## src/rtl/aximm_seq_pkg.sv

```systemverilog
// Shared types and helpers for the AXI4-MM burst sequencer: FSM states, AXI encodings, test pattern.
package aximm_seq_pkg;

  typedef enum logic [2:0] {
    ST_IDLE,
    ST_AW,
    ST_W,
    ST_B,
    ST_AR,
    ST_R,
    ST_DONE
  } seq_state_e;

  localparam logic [1:0] RESP_OKAY  = 2'b00;
  localparam logic [1:0] BURST_INCR = 2'b01;

  // One 32-bit lane of the beat pattern; the top replicates it across the data bus.
  function automatic logic [31:0] pattern_word(input logic [15:0] seed, input logic [7:0] k);
    return {seed, 8'h00, k};
  endfunction

  function automatic logic [7:0] sat_add(input logic [7:0] cnt, input logic [1:0] inc);
    logic [8:0] sum;
    sum = {1'b0, cnt} + {7'd0, inc};
    return sum[8] ? 8'hFF : sum[7:0];
  endfunction

endpackage

```

## src/rtl/aximm_seq_watchdog.sv

```systemverilog
// Stall watchdog for the burst sequencer; counts idle cycles while a phase is active.
module aximm_seq_watchdog #(
  parameter int TIMEOUT_CYC = 1024
) (
  input  logic clk,
  input  logic rst_n,
  input  logic active,
  input  logic clear,
  output logic fire
);

  localparam int CW = $clog2(TIMEOUT_CYC + 1);

  logic [CW-1:0] cnt;

  always_ff @(posedge clk) begin
    if (!rst_n || !active || clear) begin
      cnt <= '0;
    end else if (!fire) begin
      cnt <= cnt + CW'(1);
    end
  end

  assign fire = active && !clear && (cnt == CW'(TIMEOUT_CYC - 1));

endmodule

```

## src/rtl/aximm_burst_sequencer.sv

```systemverilog
// AXI4-MM write-then-readback burst sequencer with pattern check.
// Optional stall watchdog enabled by defining AXIMM_SEQ_TIMEOUT_EN.
module aximm_burst_sequencer
  import aximm_seq_pkg::*;
#(
  parameter int DWIDTH      = 128,
  parameter int ADDRWIDTH   = 32,
  parameter int TIMEOUT_CYC = 1024
) (
  input  logic                 clk,
  input  logic                 rst_n,
  input  logic                 i_start,
  input  logic [ADDRWIDTH-1:0] i_base_addr,
  input  logic [7:0]           i_num_beats,
  input  logic [15:0]          i_seed,
  output logic                 o_busy,
  output logic                 o_done,
  output logic                 o_pass,
  output logic [7:0]           o_err_cnt,
  output logic                 o_timeout,
  output logic [3:0]           user_awid,
  output logic [2:0]           user_awsize,
  output logic [7:0]           user_awlen,
  output logic [1:0]           user_awburst,
  output logic [ADDRWIDTH-1:0] user_awaddr,
  output logic                 user_awvalid,
  input  logic                 user_awready,
  output logic [3:0]           user_wid,
  output logic [DWIDTH-1:0]    user_wdata,
  output logic [15:0]          user_wstrb,
  output logic                 user_wlast,
  output logic                 user_wvalid,
  input  logic                 user_wready,
  input  logic [3:0]           user_bid,
  input  logic [1:0]           user_bresp,
  input  logic                 user_bvalid,
  output logic                 user_bready,
  output logic [3:0]           user_arid,
  output logic [2:0]           user_arsize,
  output logic [7:0]           user_arlen,
  output logic [1:0]           user_arburst,
  output logic [ADDRWIDTH-1:0] user_araddr,
  output logic                 user_arvalid,
  input  logic                 user_arready,
  input  logic [3:0]           user_rid,
  input  logic [DWIDTH-1:0]    user_rdata,
  input  logic                 user_rlast,
  input  logic [1:0]           user_rresp,
  input  logic                 user_rvalid,
  output logic                 user_rready
);

  localparam logic [2:0] AXSIZE = 3'($clog2(DWIDTH / 8));

  seq_state_e state, state_nxt;
  logic [ADDRWIDTH-1:0] addr_q;
  logic [7:0]  len_q, beat_q, err_q;
  logic [15:0] seed_q;
  logic        over_q, timeout_q;
  logic        aw_hs, w_hs, b_hs, ar_hs, r_hs, fire;
  logic        last_beat;
  logic [1:0]  r_err;
  logic [DWIDTH-1:0] pattern;
  logic        unused_ids;

  assign unused_ids = ^{user_bid, user_rid};

  assign aw_hs     = (state == ST_AW) && user_awready;
  assign w_hs      = (state == ST_W)  && user_wready;
  assign b_hs      = (state == ST_B)  && user_bvalid;
  assign ar_hs     = (state == ST_AR) && user_arready;
  assign r_hs      = (state == ST_R)  && user_rvalid;
  assign last_beat = (beat_q == len_q);
  assign pattern   = {(DWIDTH / 32){pattern_word(seed_q, beat_q)}};

`ifdef AXIMM_SEQ_TIMEOUT_EN
  seq_state_e prev_state;
  logic       wd_active;

  always_ff @(posedge clk) begin
    if (!rst_n) prev_state <= ST_IDLE;
    else        prev_state <= state;
  end

  assign wd_active = (state != ST_IDLE) && (state != ST_DONE);

  aximm_seq_watchdog #(.TIMEOUT_CYC(TIMEOUT_CYC)) u_watchdog (
    .clk    (clk),
    .rst_n  (rst_n),
    .active (wd_active),
    .clear  (aw_hs || w_hs || b_hs || ar_hs || r_hs || (state != prev_state)),
    .fire   (fire)
  );
`else
  // No watchdog: the FSM waits indefinitely for every handshake.
  assign fire = (TIMEOUT_CYC < 0);
`endif

  // Beats past the advertised length count once each; otherwise data, resp and last are checked.
  always_comb begin
    r_err = 2'd0;
    if (over_q) begin
      r_err = 2'd1;
    end else begin
      if (user_rdata != pattern)     r_err = r_err + 2'd1;
      if (user_rresp != RESP_OKAY)   r_err = r_err + 2'd1;
      if (user_rlast != last_beat)   r_err = r_err + 2'd1;
    end
  end

  always_comb begin
    state_nxt = state;
    unique case (state)
      ST_IDLE: if (i_start)                state_nxt = ST_AW;
      ST_AW:   if (aw_hs)                  state_nxt = ST_W;
      ST_W:    if (w_hs && last_beat)      state_nxt = ST_B;
      ST_B:    if (b_hs)                   state_nxt = ST_AR;
      ST_AR:   if (ar_hs)                  state_nxt = ST_R;
      ST_R:    if (r_hs && user_rlast)     state_nxt = ST_DONE;
      ST_DONE:                             state_nxt = ST_IDLE;
      default:                             state_nxt = ST_IDLE;
    endcase
    if (fire) state_nxt = ST_DONE;
  end

  always_ff @(posedge clk) begin
    if (!rst_n) begin
      state     <= ST_IDLE;
      addr_q    <= '0;
      len_q     <= '0;
      seed_q    <= '0;
      beat_q    <= '0;
      over_q    <= 1'b0;
      err_q     <= '0;
      timeout_q <= 1'b0;
    end else begin
      state <= state_nxt;
      if ((state == ST_IDLE) && i_start) begin
        addr_q    <= i_base_addr;
        len_q     <= i_num_beats - 8'd1;
        seed_q    <= i_seed;
        beat_q    <= '0;
        over_q    <= 1'b0;
        err_q     <= '0;
        timeout_q <= 1'b0;
      end
      if (w_hs) beat_q <= last_beat ? 8'd0 : beat_q + 8'd1;
      if (b_hs && (user_bresp != RESP_OKAY)) err_q <= sat_add(err_q, 2'd1);
      if (r_hs) begin
        err_q <= sat_add(err_q, r_err);
        if (!over_q) begin
          if (last_beat) over_q <= 1'b1;
          else           beat_q <= beat_q + 8'd1;
        end
      end
      if (fire) timeout_q <= 1'b1;
    end
  end

  // Payloads are zero outside their own phase so idle/reset buses stay quiet.
  assign user_awid    = 4'd0;
  assign user_awvalid = (state == ST_AW);
  assign user_awaddr  = user_awvalid ? addr_q : '0;
  assign user_awlen   = user_awvalid ? len_q : 8'd0;
  assign user_awsize  = user_awvalid ? AXSIZE : 3'd0;
  assign user_awburst = user_awvalid ? BURST_INCR : 2'b00;

  assign user_wid     = 4'd0;
  assign user_wvalid  = (state == ST_W);
  assign user_wdata   = user_wvalid ? pattern : '0;
  assign user_wstrb   = user_wvalid ? 16'hFFFF : 16'h0000;
  assign user_wlast   = user_wvalid && last_beat;

  assign user_bready  = (state == ST_B);

  assign user_arid    = 4'd0;
  assign user_arvalid = (state == ST_AR);
  assign user_araddr  = user_arvalid ? addr_q : '0;
  assign user_arlen   = user_arvalid ? len_q : 8'd0;
  assign user_arsize  = user_arvalid ? AXSIZE : 3'd0;
  assign user_arburst = user_arvalid ? BURST_INCR : 2'b00;

  assign user_rready  = (state == ST_R);

  assign o_busy    = (state != ST_IDLE);
  assign o_done    = (state == ST_DONE);
  assign o_pass    = o_done && (err_q == 8'd0) && !timeout_q;
  assign o_err_cnt = err_q;
  assign o_timeout = timeout_q;

endmodule

```

## config.mk

```make
export PLATFORM = sky130hd
export DESIGN_NAME = aximm_burst_sequencer
export DESIGN_NICKNAME = d
export VERILOG_FILES = /design/src/rtl/aximm_seq_pkg.sv /design/src/rtl/aximm_seq_watchdog.sv /design/src/rtl/aximm_burst_sequencer.sv
export SDC_FILE = /design/constraint.sdc
export NUM_CORES = 1
export LEC_CHECK = 0
export ABC_CLOCK_PERIOD_IN_PS = 4600
export BUFFER_PORTS_ARGS = -buffer_cell sky130_fd_sc_hd__buf_2
export CAP_MARGIN = 30
export CORE_AREA = 2 2 185 187
export CTS_CLUSTER_DIAMETER = 40
export DETAILED_ROUTE_END_ITERATION = 10
export DIE_AREA = 0 0 187 189
export GPL_ROUTABILITY_DRIVEN = 0
export PLACE_DENSITY = 0.44
export SYNTH_ARGS = -nofsm -noshare
export SYNTH_HDL_FRONTEND = slang
export SYNTH_SLANG_ARGS = --single-unit
```

## constraint.sdc

```tcl
create_clock -name clk -period 4.6 [get_ports clk]
set_input_delay 0.23 -clock clk [delete_from_list [all_inputs] [get_ports clk]]
set_output_delay 0.23 -clock clk [all_outputs]
set_load 0.005 [all_outputs]
```

==> run summary, run 1 <==
The layout has 3775 filler cells. For this design the top-level I/O count stands at 469. Walking the worst path, the cells encountered are or3_1 -> a221oi_1 -> nand4_1 -> or4_1 -> ha_1 -> nor2b_1 -> mux2i_1 -> ha_1 -> inv_1 -> fa_1 -> nand3b_1 -> or2_2 -> a31oi_1 -> nor2_1 -> o31ai_1.

For this run, design rule violations remaining after detail routing come to 0. For this block, the initial DRC count from the detailed router was 298. For the number of antenna violations at the first check in global routing, the log shows 4. The largest vdd supply drop is 0.000169 V, and the routed wire length is 26700 µm.

In this run the static leakage power is 0.00430 µW. In this run, synthesis produced a sequential element count of 76. Measured in cells, the most critical reg-to-reg path has a length of 15. After layout, the worst path uses 94.5% of the clock period. The worst hold path belongs to the class in -> reg. The via count of the first global-routing pass is 6265, and the worst slew margin relative to its limit is 54.2%. Number of H-tree levels: 3.

The delay of the slowest critical-path stage came out at 0.58 ns. The tools report the end of the worst register-to-register path as o_err_cnt[5]. Sorting the synthesized cells by how often they occur yields sky130_fd_sc_hd__buf_4, sky130_fd_sc_hd__nand2_1, sky130_fd_sc_hd__and2_1, sky130_fd_sc_hd__dfxtp_1, sky130_fd_sc_hd__a21oi_1. The startpoint kind of the worst setup timing path is a flip-flop.

Most used flip-flop cell after synthesis: sky130_fd_sc_hd__dfxtp_1. The wire length of the first global-routing pass came out at 38600 µm. The worst setup path is captured at a flip-flop. During synthesis, Yosys emitted a total of 0 warnings.

After detailed routing, the average wire length per cell comes to 16.4 µm. Cells fill 25.5% of the core in the end. The number of synthesized flops with an enable pin is 0. The share of layout cells above drive strength 1 came out at 40.1%. Setup violations remaining at the end of the flow were counted as 0. Of the total power, registers draw 33.5%.

The die area is 35300 µm². The run gives 50 as the maximum number of pins on one net before global-route repair. Detailed placement ended at an HPWL of 21800 µm. The startpoint identified for the worst register-to-register timing path is seed_q[6].

The tools report the net count of the finished layout as 1383. The largest individual stage delay along the critical path comes from the cell sky130_fd_sc_hd__or4_1. After clock tree synthesis, the clock-pin slew on the worst setup and hold paths is 0.06 ns.

The power per cell area came out at 328 nW/µm². The cell sitting at the root of the clock tree is a sky130_fd_sc_hd__clkbuf_16. In the routed layout, each cell is associated on average with a via count of 4.16.

The number of vias after detailed routing is 6756. The number of pins exceeding their max-slew limit in the final report is 0, and the switching portion of total power is 38.5%. Number of hold violations in the final report: 0. The tools report the endpoint of the most critical setup path as o_err_cnt[5].

A synthesized cell averages 7.38 µm². Register area share after synthesis: 23.8%. Data arrives at the worst endpoint at 4.60 ns. Yosys instantiated no cell more often than sky130_fd_sc_hd__buf_4. Per report_power, the combinational group accounts for 36.4% of the total.

sky130_fd_sc_hd__dfxtp_1 takes more of the synthesized area than any other cell. Number of port buffers: 409. The worst hold path was traced through 2 stages. Setup repair after global routing left no endpoint under its margin.

The top cell type by area accounts for 23.8% of the synthesized area. For this run, asynchronously set or reset flops after synthesis account for 0%. Of all nets on the critical path, the largest fanout is 6.

The maximum clock path buffer count was 2; the chip width was 187 µm. The flow ran to the end, and the final reports show no timing, DRC or antenna violations. Global routing used 14.4% of the available tracks.

The clock sink total was 76; the number of placement rows was 67. In this run the post-CTS setup repair buffer count came out at 0. On the final layout, the worst clock skew is 0.00667 ns.

The most numerous cell type found on the critical path is sky130_fd_sc_hd__ha_1. Once detail routing completed, the nets flagged for antenna violations numbered 0. The setup slack on the worst flop-to-flop path was 0.25 ns.

The count of hold buffers inserted by post-cts repair was 0; the final period demand of the worst path was 4.35 ns. For this configuration, the core starts out at a cell density of 19.2%. By area the synthesized netlist is led by sky130_fd_sc_hd__dfxtp_1, sky130_fd_sc_hd__buf_4, sky130_fd_sc_hd__and2_1, sky130_fd_sc_hd__nand2_1, sky130_fd_sc_hd__xnor2_1. For the distinct cell type count after synthesis, the log shows 68. TritonCTS built the clock tree. The required time of the worst setup path was 4.85 ns; the clock latency on the worst-skew pair was 0.34 ns. The tools report the origin of the worst min-delay path as i_num_beats[0]. For the post-route setup TNS, the log shows 0 ns. The gate count after technology mapping was 866.

The launch point of the worst path is seed_q[6]. The internal power of the cells totals 1710 µW. The total overflow left after global routing is 0. Across the run, the number of max-cap violations was 0. The share of total power dissipated in the clock network is 30.1%. First-pass iteration count of the detailed router: 5. The signed area change from the synthesized netlist to the final layout was 32.5%. The logs give 2780 µW for the total power of the final layout and 1070 µW for the net switching power. In this run the vertical extent of the chip is 189 µm. The critical path is of the reg -> reg type. After synthesis the cells add up to 6390 µm².

The pin slew with the least headroom to its limit is 0.682 ns, and the maximum frequency from static timing analysis is 230 MHz. The tools report the total CTS buffers as 9. The tools report the placeable core area as 33300 µm².
layer usage:
layer  part of all wire, %  GRT usage [%]  up-vias
li1                      -              -     3346
met1                    42           17.6     3072
met2                    48           24.2      302
met3                   6.5           3.13       36
met4                   3.7           6.41        0
met5                     0              0        -
critical path, delay by kind of cell (launching register included):
family          cells  cell delay, ns
flops               1            0.41
simple gates        7            1.90
fa+ha+maj           3            0.94
mux                 1            0.15
buf+inv             1            0.05
compound gates      3            0.79
worst min-delay path by stage:
stage | to | slack, ns
after floorplan | len_q[0] | 0.33
after global placement | addr_q[25] | 0.45
after detailed placement | addr_q[19] | 0.45
after CTS | len_q[0] | 0.09
after global routing | addr_q[30] | 0.10
final | len_q[0] | 0.11
metrics by stage:
step / setup WS, ns / hold slack (ns) / cell area (µm²) / std cells
2_1_floorplan: 0.609 / 0.326 / 6580 / 916
3_3_place_gp: 0.195 / 0.449 / 8120 / 1606
3_5_place_dp: 0.199 / 0.453 / 8120 / 1606
4_1_cts: 0.192 / 0.0876 / 8460 / 1622
5_1_grt: 0.00893 / 0.103 / 8470 / 1624
6_report: 0.252 / 0.111 / 8470 / 1625
cell families (layout without fill, tap and decap cells):
logic type	after synthesis	after routing	synth area share, %
AND/OR/NAND/NOR	369	369	30.6
buffers and inverters	209	467	21.1
AO/OA/AOI/OAI	137	137	13.6
flip-flops	76	76	23.8
XOR/XNOR	59	59	8.08
adder cells (fa/ha/maj)	9	9	1.88
multiplexers	6	6	0.978
other	1	54	0.0586
sequential cells by signal, indices dropped and copies added, names as in the netlist:
signal,cells
beat_q,8
addr_q,32
state,3
over_q,1
o_err_cnt,8
len_q,8
seed_q,16
layout by cell type, fill, tap and decap left out, types with 3 or more instances in the layout:
master | netlist | final
sky130_fd_sc_hd__o221ai_1 | 3 | 3
sky130_fd_sc_hd__nand3_1 | 16 | 16
sky130_fd_sc_hd__and3_1 | 11 | 11
sky130_fd_sc_hd__conb_1 | 1 | 51
sky130_fd_sc_hd__nor3b_1 | 5 | 3
sky130_fd_sc_hd__xnor2_1 | 40 | 40
sky130_fd_sc_hd__nand2b_1 | 3 | 3
sky130_fd_sc_hd__a21oi_1 | 61 | 61
sky130_fd_sc_hd__xor2_1 | 19 | 19
sky130_fd_sc_hd__o21ai_0 | 16 | 16
sky130_fd_sc_hd__a31oi_1 | 8 | 8
sky130_fd_sc_hd__nor2_1 | 33 | 32
sky130_fd_sc_hd__a211o_1 | 3 | 3
sky130_fd_sc_hd__dfxtp_1 | 76 | 74
sky130_fd_sc_hd__or3_1 | 5 | 5
sky130_fd_sc_hd__nor3_1 | 12 | 12
sky130_fd_sc_hd__clkbuf_16 | 0 | 9
sky130_fd_sc_hd__mux2i_1 | 4 | 4
sky130_fd_sc_hd__a211oi_1 | 9 | 9
sky130_fd_sc_hd__o22ai_1 | 5 | 5
sky130_fd_sc_hd__inv_2 | 2 | 3
sky130_fd_sc_hd__nor2b_1 | 6 | 5
sky130_fd_sc_hd__buf_2 | 14 | 409
sky130_fd_sc_hd__bufinv_16 | 0 | 3
sky130_fd_sc_hd__inv_1 | 13 | 12
sky130_fd_sc_hd__buf_4 | 143 | 27
sky130_fd_sc_hd__and2_1 | 106 | 106
sky130_fd_sc_hd__nand2_1 | 115 | 115
sky130_fd_sc_hd__nand4_1 | 14 | 14
sky130_fd_sc_hd__nor4_1 | 20 | 20
sky130_fd_sc_hd__ha_1 | 8 | 8
sky130_fd_sc_hd__or4_1 | 5 | 5
sky130_fd_sc_hd__diode_2 | 0 | 3
sky130_fd_sc_hd__o211ai_1 | 4 | 4
sky130_fd_sc_hd__o2bb2ai_1 | 4 | 4
power by group through the flow:
stage	logic, µW	registers, µW	clock network (µW)
finish	1010	931	838
global route	1140	954	900
CTS	1030	935	879
detailed placement	1030	949	0
global placement	1020	944	0
floorplan	755	845	0
timing repair:
action                                 CTS  global route
setup endpoints to repair                0             6
endpoints found under the hold margin    0             0
resized for setup                        0             2
cell type report:
class	instances	area (µm²)	share of cell area, %
antenna	3	7.51	0.0886
multi-input combinational	631	3730	44.1
tap	448	561	6.62
sequential	76	1520	18.0
inverter	15	56.3	0.665
timing repair buffer	436	2250	26.6
clock buffer	10	229	2.70
clock inverter	6	111	1.31
No activity file was read; power rests on OpenSTA's default activity.
==> run 2, diff against run 1 <==
--- a/config.mk
+++ b/config.mk
@@ -6,13 +6,14 @@
 export NUM_CORES = 1
 export LEC_CHECK = 0
+export ABC_AREA = 1
 export ABC_CLOCK_PERIOD_IN_PS = 4600
 export BUFFER_PORTS_ARGS = -buffer_cell sky130_fd_sc_hd__buf_2
 export CAP_MARGIN = 30
-export CORE_AREA = 2 2 185 187
+export CORE_AREA = 2 2 183 185
 export CTS_CLUSTER_DIAMETER = 40
 export DETAILED_ROUTE_END_ITERATION = 10
-export DIE_AREA = 0 0 187 189
+export DIE_AREA = 0 0 185 187
 export GPL_ROUTABILITY_DRIVEN = 0
-export PLACE_DENSITY = 0.44
+export PLACE_DENSITY = 0.46
 export SYNTH_ARGS = -nofsm -noshare
 export SYNTH_HDL_FRONTEND = slang
==> constraint.sdc (replaced) <==
create_clock -name clk -period 4.6 [get_ports clk]
set_input_delay 0.23 -clock clk [delete_from_list [all_inputs] [get_ports clk]]
set_output_delay 0.23 -clock clk [all_outputs]
set_load 0.01 [all_outputs]
==> run summary, run 2 <==
The run finished with clean final reports. The first-pass iteration count of the detailed router came out at 5 (unchanged). In the layout the commonest cells are sky130_fd_sc_hd__buf_2, sky130_fd_sc_hd__nor2_1, sky130_fd_sc_hd__nand2_1, sky130_fd_sc_hd__inv_1, sky130_fd_sc_hd__o21ai_0.

STA classifies the critical path endpoint as a flip-flop. The number of synthesized flops with an enable pin was 0 (unchanged); the sum of overflow across all layers after global routing was 0 (unchanged). For the starting density of the core, the log shows 20.2% (+0.96 points). The most frequently used cell type in the post-synthesis netlist was sky130_fd_sc_hd__nor2_1. The delay of the slowest critical-path stage is 0.64 ns (+0.06 ns). The final period demand of the worst path was 3.91 ns (-0.437 ns); the placeable core area was 32900 µm² (-1.3%).

Root buffer cell: sky130_fd_sc_hd__clkbuf_16. The worst reg2reg path startpoint was beat_q[2]. The count of placed standard cells in the final layout, fillers left out came out at 1789 (+10%). The number of antenna violations at the first check in global routing was 7 (+3). The clock transition at the register clock pins on the worst setup and hold paths after CTS works out to 0.08 ns (+0.02 ns).

In this run the most critical hold path is launched from i_base_addr[10]. The largest vdd supply drop was 0.000264 V (+56%). Setup repair after global routing left no endpoint under its margin. The tools report the remaining number of nets flagged by the antenna check after routing as 0 (unchanged).

In the final layout, the registers with the most flip-flops are addr_q (32), seed_q (16). The total area of sequential cells came out at 1520 µm² (-0.16%). The endpoint identified for the worst register-to-register timing path is o_err_cnt[7]. Tracing the worst setup path back leads to its startpoint at beat_q[2].

By area the synthesized netlist is led by sky130_fd_sc_hd__dfxtp_1, sky130_fd_sc_hd__buf_4, sky130_fd_sc_hd__nor2_1, sky130_fd_sc_hd__nand2_1, sky130_fd_sc_hd__inv_1. The worst slew margin relative to its limit was 38.2% (-16 points). Maximum clock path buffer count: 2 (unchanged). In the synthesized netlist, the cells that appear most often are sky130_fd_sc_hd__nor2_1, sky130_fd_sc_hd__buf_4, sky130_fd_sc_hd__nand2_1, sky130_fd_sc_hd__inv_1, sky130_fd_sc_hd__o21ai_0. The tools report the cell area after technology mapping as 6630 µm² (+3.7%). The top cell type's share of synthesized area came out at 22.9% (-0.84 points). The number of buffer and inverter stages on the critical path is 5 (+4), and the footprint of the multi-input gates is 3540 µm² (-5.1%).

The run gives 0 (unchanged) as the buffer count from post-CTS setup fixing. The tools report the number of pins exceeding their max-slew limit in the final report as 0 (unchanged). For the worst setup margin, the log shows 0.688 ns (+0.437 ns). The chip height was 187 µm (-1.1%); the maximum number of pins on one net before global-route repair was 92 (+84%). The most used flip-flop cell after synthesis was sky130_fd_sc_hd__dfxtp_1. The number of hold violations in the final report was 0 (unchanged). Walking the worst path, the cells encountered are inv_1 -> o21ai_0 -> nand2_1 -> nor3_1 -> nand2_1 -> nor2_1 -> nand2_1 -> nor2_1 -> nand2_1 -> ha_1 -> or2_0 -> nand3_1 -> ha_1 -> inv_1 -> fa_1 -> nor2_1 -> inv_1 -> nor2_2 -> inv_1 -> nand3_1 -> nand2_1 -> o211ai_1 -> nand2_1 -> inv_1.

The logic depth of the worst register-to-register path works out to 24 (+9). The run gives 7121 (+5.4%) as the number of vias after detailed routing. The distinct cell type count after synthesis was 39 (-43%). The via density per instance is 3.98 (-4.3%), and the signed area change from the synthesized netlist to the final layout is 28.2%. The share of layout cells above drive strength 1 is 34.1% (-6.1 points), and the number of port buffers is 409 (unchanged). The run gives 21700 µm (-0.24%) as the sum of net half-perimeters after detailed placement. The tools report the worst setup skew after layout as 0.0116 ns (+0.00489 ns). Arrival time reported for the critical path endpoint: 4.22 ns (-0.38 ns). The total power of the final layout was 3110 µW (+12%); the die area was 34600 µm² (-2.1%).

The utilization after layout is 25.9% (+0.40 points). The tools report the gate count after technology mapping as 1046 (+21%). The biggest area contributor in the post-synthesis netlist is sky130_fd_sc_hd__dfxtp_1. The tools report the count of hold buffers inserted by post-cts repair as 0 (unchanged). The power per cell area was 366 nW/µm² (+12%); the clock latency on the worst-skew pair was 0.35 ns (about the same). The run gives 6415 (+2.4%) as the via count of the first global-routing pass. The worst min-delay path endpoint was addr_q[10].

For the clock sink total, the log shows 76 (unchanged). The run gives 26300 µm (-1.3%) as the routed wire length. Mean area per synthesized cell: 6.34 µm² (-14%). Kind of cell with the highest combined delay on the critical path: simple AND/OR/NAND/NOR gates. Most common library cell in the layout ignoring fill and taps: sky130_fd_sc_hd__buf_2.

For the count of yosys warnings during synthesis, the log shows 0 (unchanged). The initial detailed-routing violation count is 200 (-33%), and the post-route setup TNS is 0 ns (unchanged). The run gives 4.90 ns (+0.05 ns) as the required time of the worst setup path. The routed wirelength normalized by instance count came out at 14.7 µm (-10%). The number of instances in the placed design was 1771 (+10%). The peak fanout along the critical path came out at 9 (+3).

The number of H-tree levels is 3 (unchanged), and the boundary pin count is 469 (unchanged). TritonCTS built the clock tree. The number of filler cells placed in the layout is 3772 (-0.079%), and the number of instances resized during post-cts repair is 0 (unchanged).

The tools report the setup slack on the worst flop-to-flop path as 0.69 ns (+0.44 ns). The register ranked first by flip-flop count was addr_q. Cell with the most instances on the worst path: sky130_fd_sc_hd__nand2_1. The final cycle utilization of the critical path was 85.0% (-9.5 points).

The wire length of the first global-routing pass is 37700 µm (-2.3%). Net count of the finished layout: 1548 (+12%). The hold path depth is 3 (+1). The post-synthesis sequential element count works out to 76 (unchanged). For the number of placement rows, the log shows 67 (unchanged).

The total CTS buffers came out at 9 (unchanged). The total DRC errors in the routed layout is 0 (unchanged). The worst setup path is of the reg -> reg kind. The global router's overall resource usage came out at 14.5% (+0.15 points). The flip-flop count of the largest register, all copies and words added is 32 (unchanged). The number of maximum-capacitance constraint violations was 0 (unchanged); the worst-case setup slack after placement was 0.578 ns (+0.379 ns).

The register area share after synthesis came out at 22.9% (-0.84 points). Standard cell with the maximum stage delay on the critical path: sky130_fd_sc_hd__dfxtp_1. The leakage power is 0.00451 µW (+5.0%). The worst hold path belongs to the class in -> reg. Pin slew with the least headroom to its limit: 0.927 ns (+0.245 ns).

The chip width is 185 µm (-1.1%), and the maximum frequency from static timing analysis is 256 MHz (+11%). The worst setup path is launched from a flip-flop. The share of synthesized registers carrying an async set or reset was 0% (unchanged); the setup violation total in the final timing report was 0 (unchanged).
run 2: kinds of logic after synthesis:
| kind of cell | synth area share (%) |
|---|---|
| AND/OR/NAND/NOR | 25.5 |
| buffers and inverters | 26.6 |
| AO/OA/AOI/OAI | 12.9 |
| XOR/XNOR | 10.2 |
| flip-flops | 22.9 |
| adder cells (fa/ha/maj) | 1.81 |
| other | 0.0566 |
run 2: through the flow:
step / area (µm²) / hold slack (ns)
final: 8500 / 0.151
after floorplan: 6820 / 0.395
after global routing: 8500 / 0.144
after detailed placement: 8200 / 0.479
after CTS: 8490 / 0.133
after global placement: 8200 / 0.470
run 2: worst max path at each step:
stage	cells after the start	endpoint	slack, ns
finish	24	o_err_cnt[7]	0.69
CTS	24	o_err_cnt[7]	0.57
global route	24	o_err_cnt[5]	0.21
floorplan	24	o_err_cnt[7]	1.41
global placement	24	o_err_cnt[7]	0.57
detailed placement	24	o_err_cnt[7]	0.58
run 2: routing by layer:
metal,wire length [µm],GRT usage [%],vias to the layer above
met2,12700,25.2,296
li1,-,-,3656
met1,11300,18.1,3138
met4,405,3.66,6
met5,34,0,-
met3,1860,3.13,25
run 2: area by class of cell:
| type | count | share of cell area, % |
|---|---|---|
| diodes | 2 | 0.0589 |
| clock buffers | 9 | 2.65 |
| clock inverters | 7 | 0.766 |
| inverters | 125 | 5.52 |
| multi-input cells | 705 | 41.7 |
| flip-flops and latches | 76 | 17.9 |
| well taps | 448 | 6.60 |
| repair buffers | 417 | 24.8 |
run 2: worst reg2reg max path, delay by kind of cell (launching register included):
kind                     cells  cell delay (ns)
flip-flops                   1             0.64
AND/OR/NAND/NOR             14             1.74
AO/OA/AOI/OAI                2             0.18
adder cells (fa/ha/maj)      3             0.90
buffers and inverters        5             0.43
run 2: power by group:
part / internal, µW / switching, µW / total [µW]
clock: 383 / 350 / 733
combinational: 492 / 911 / 1400
sequential: 823 / 153 / 975
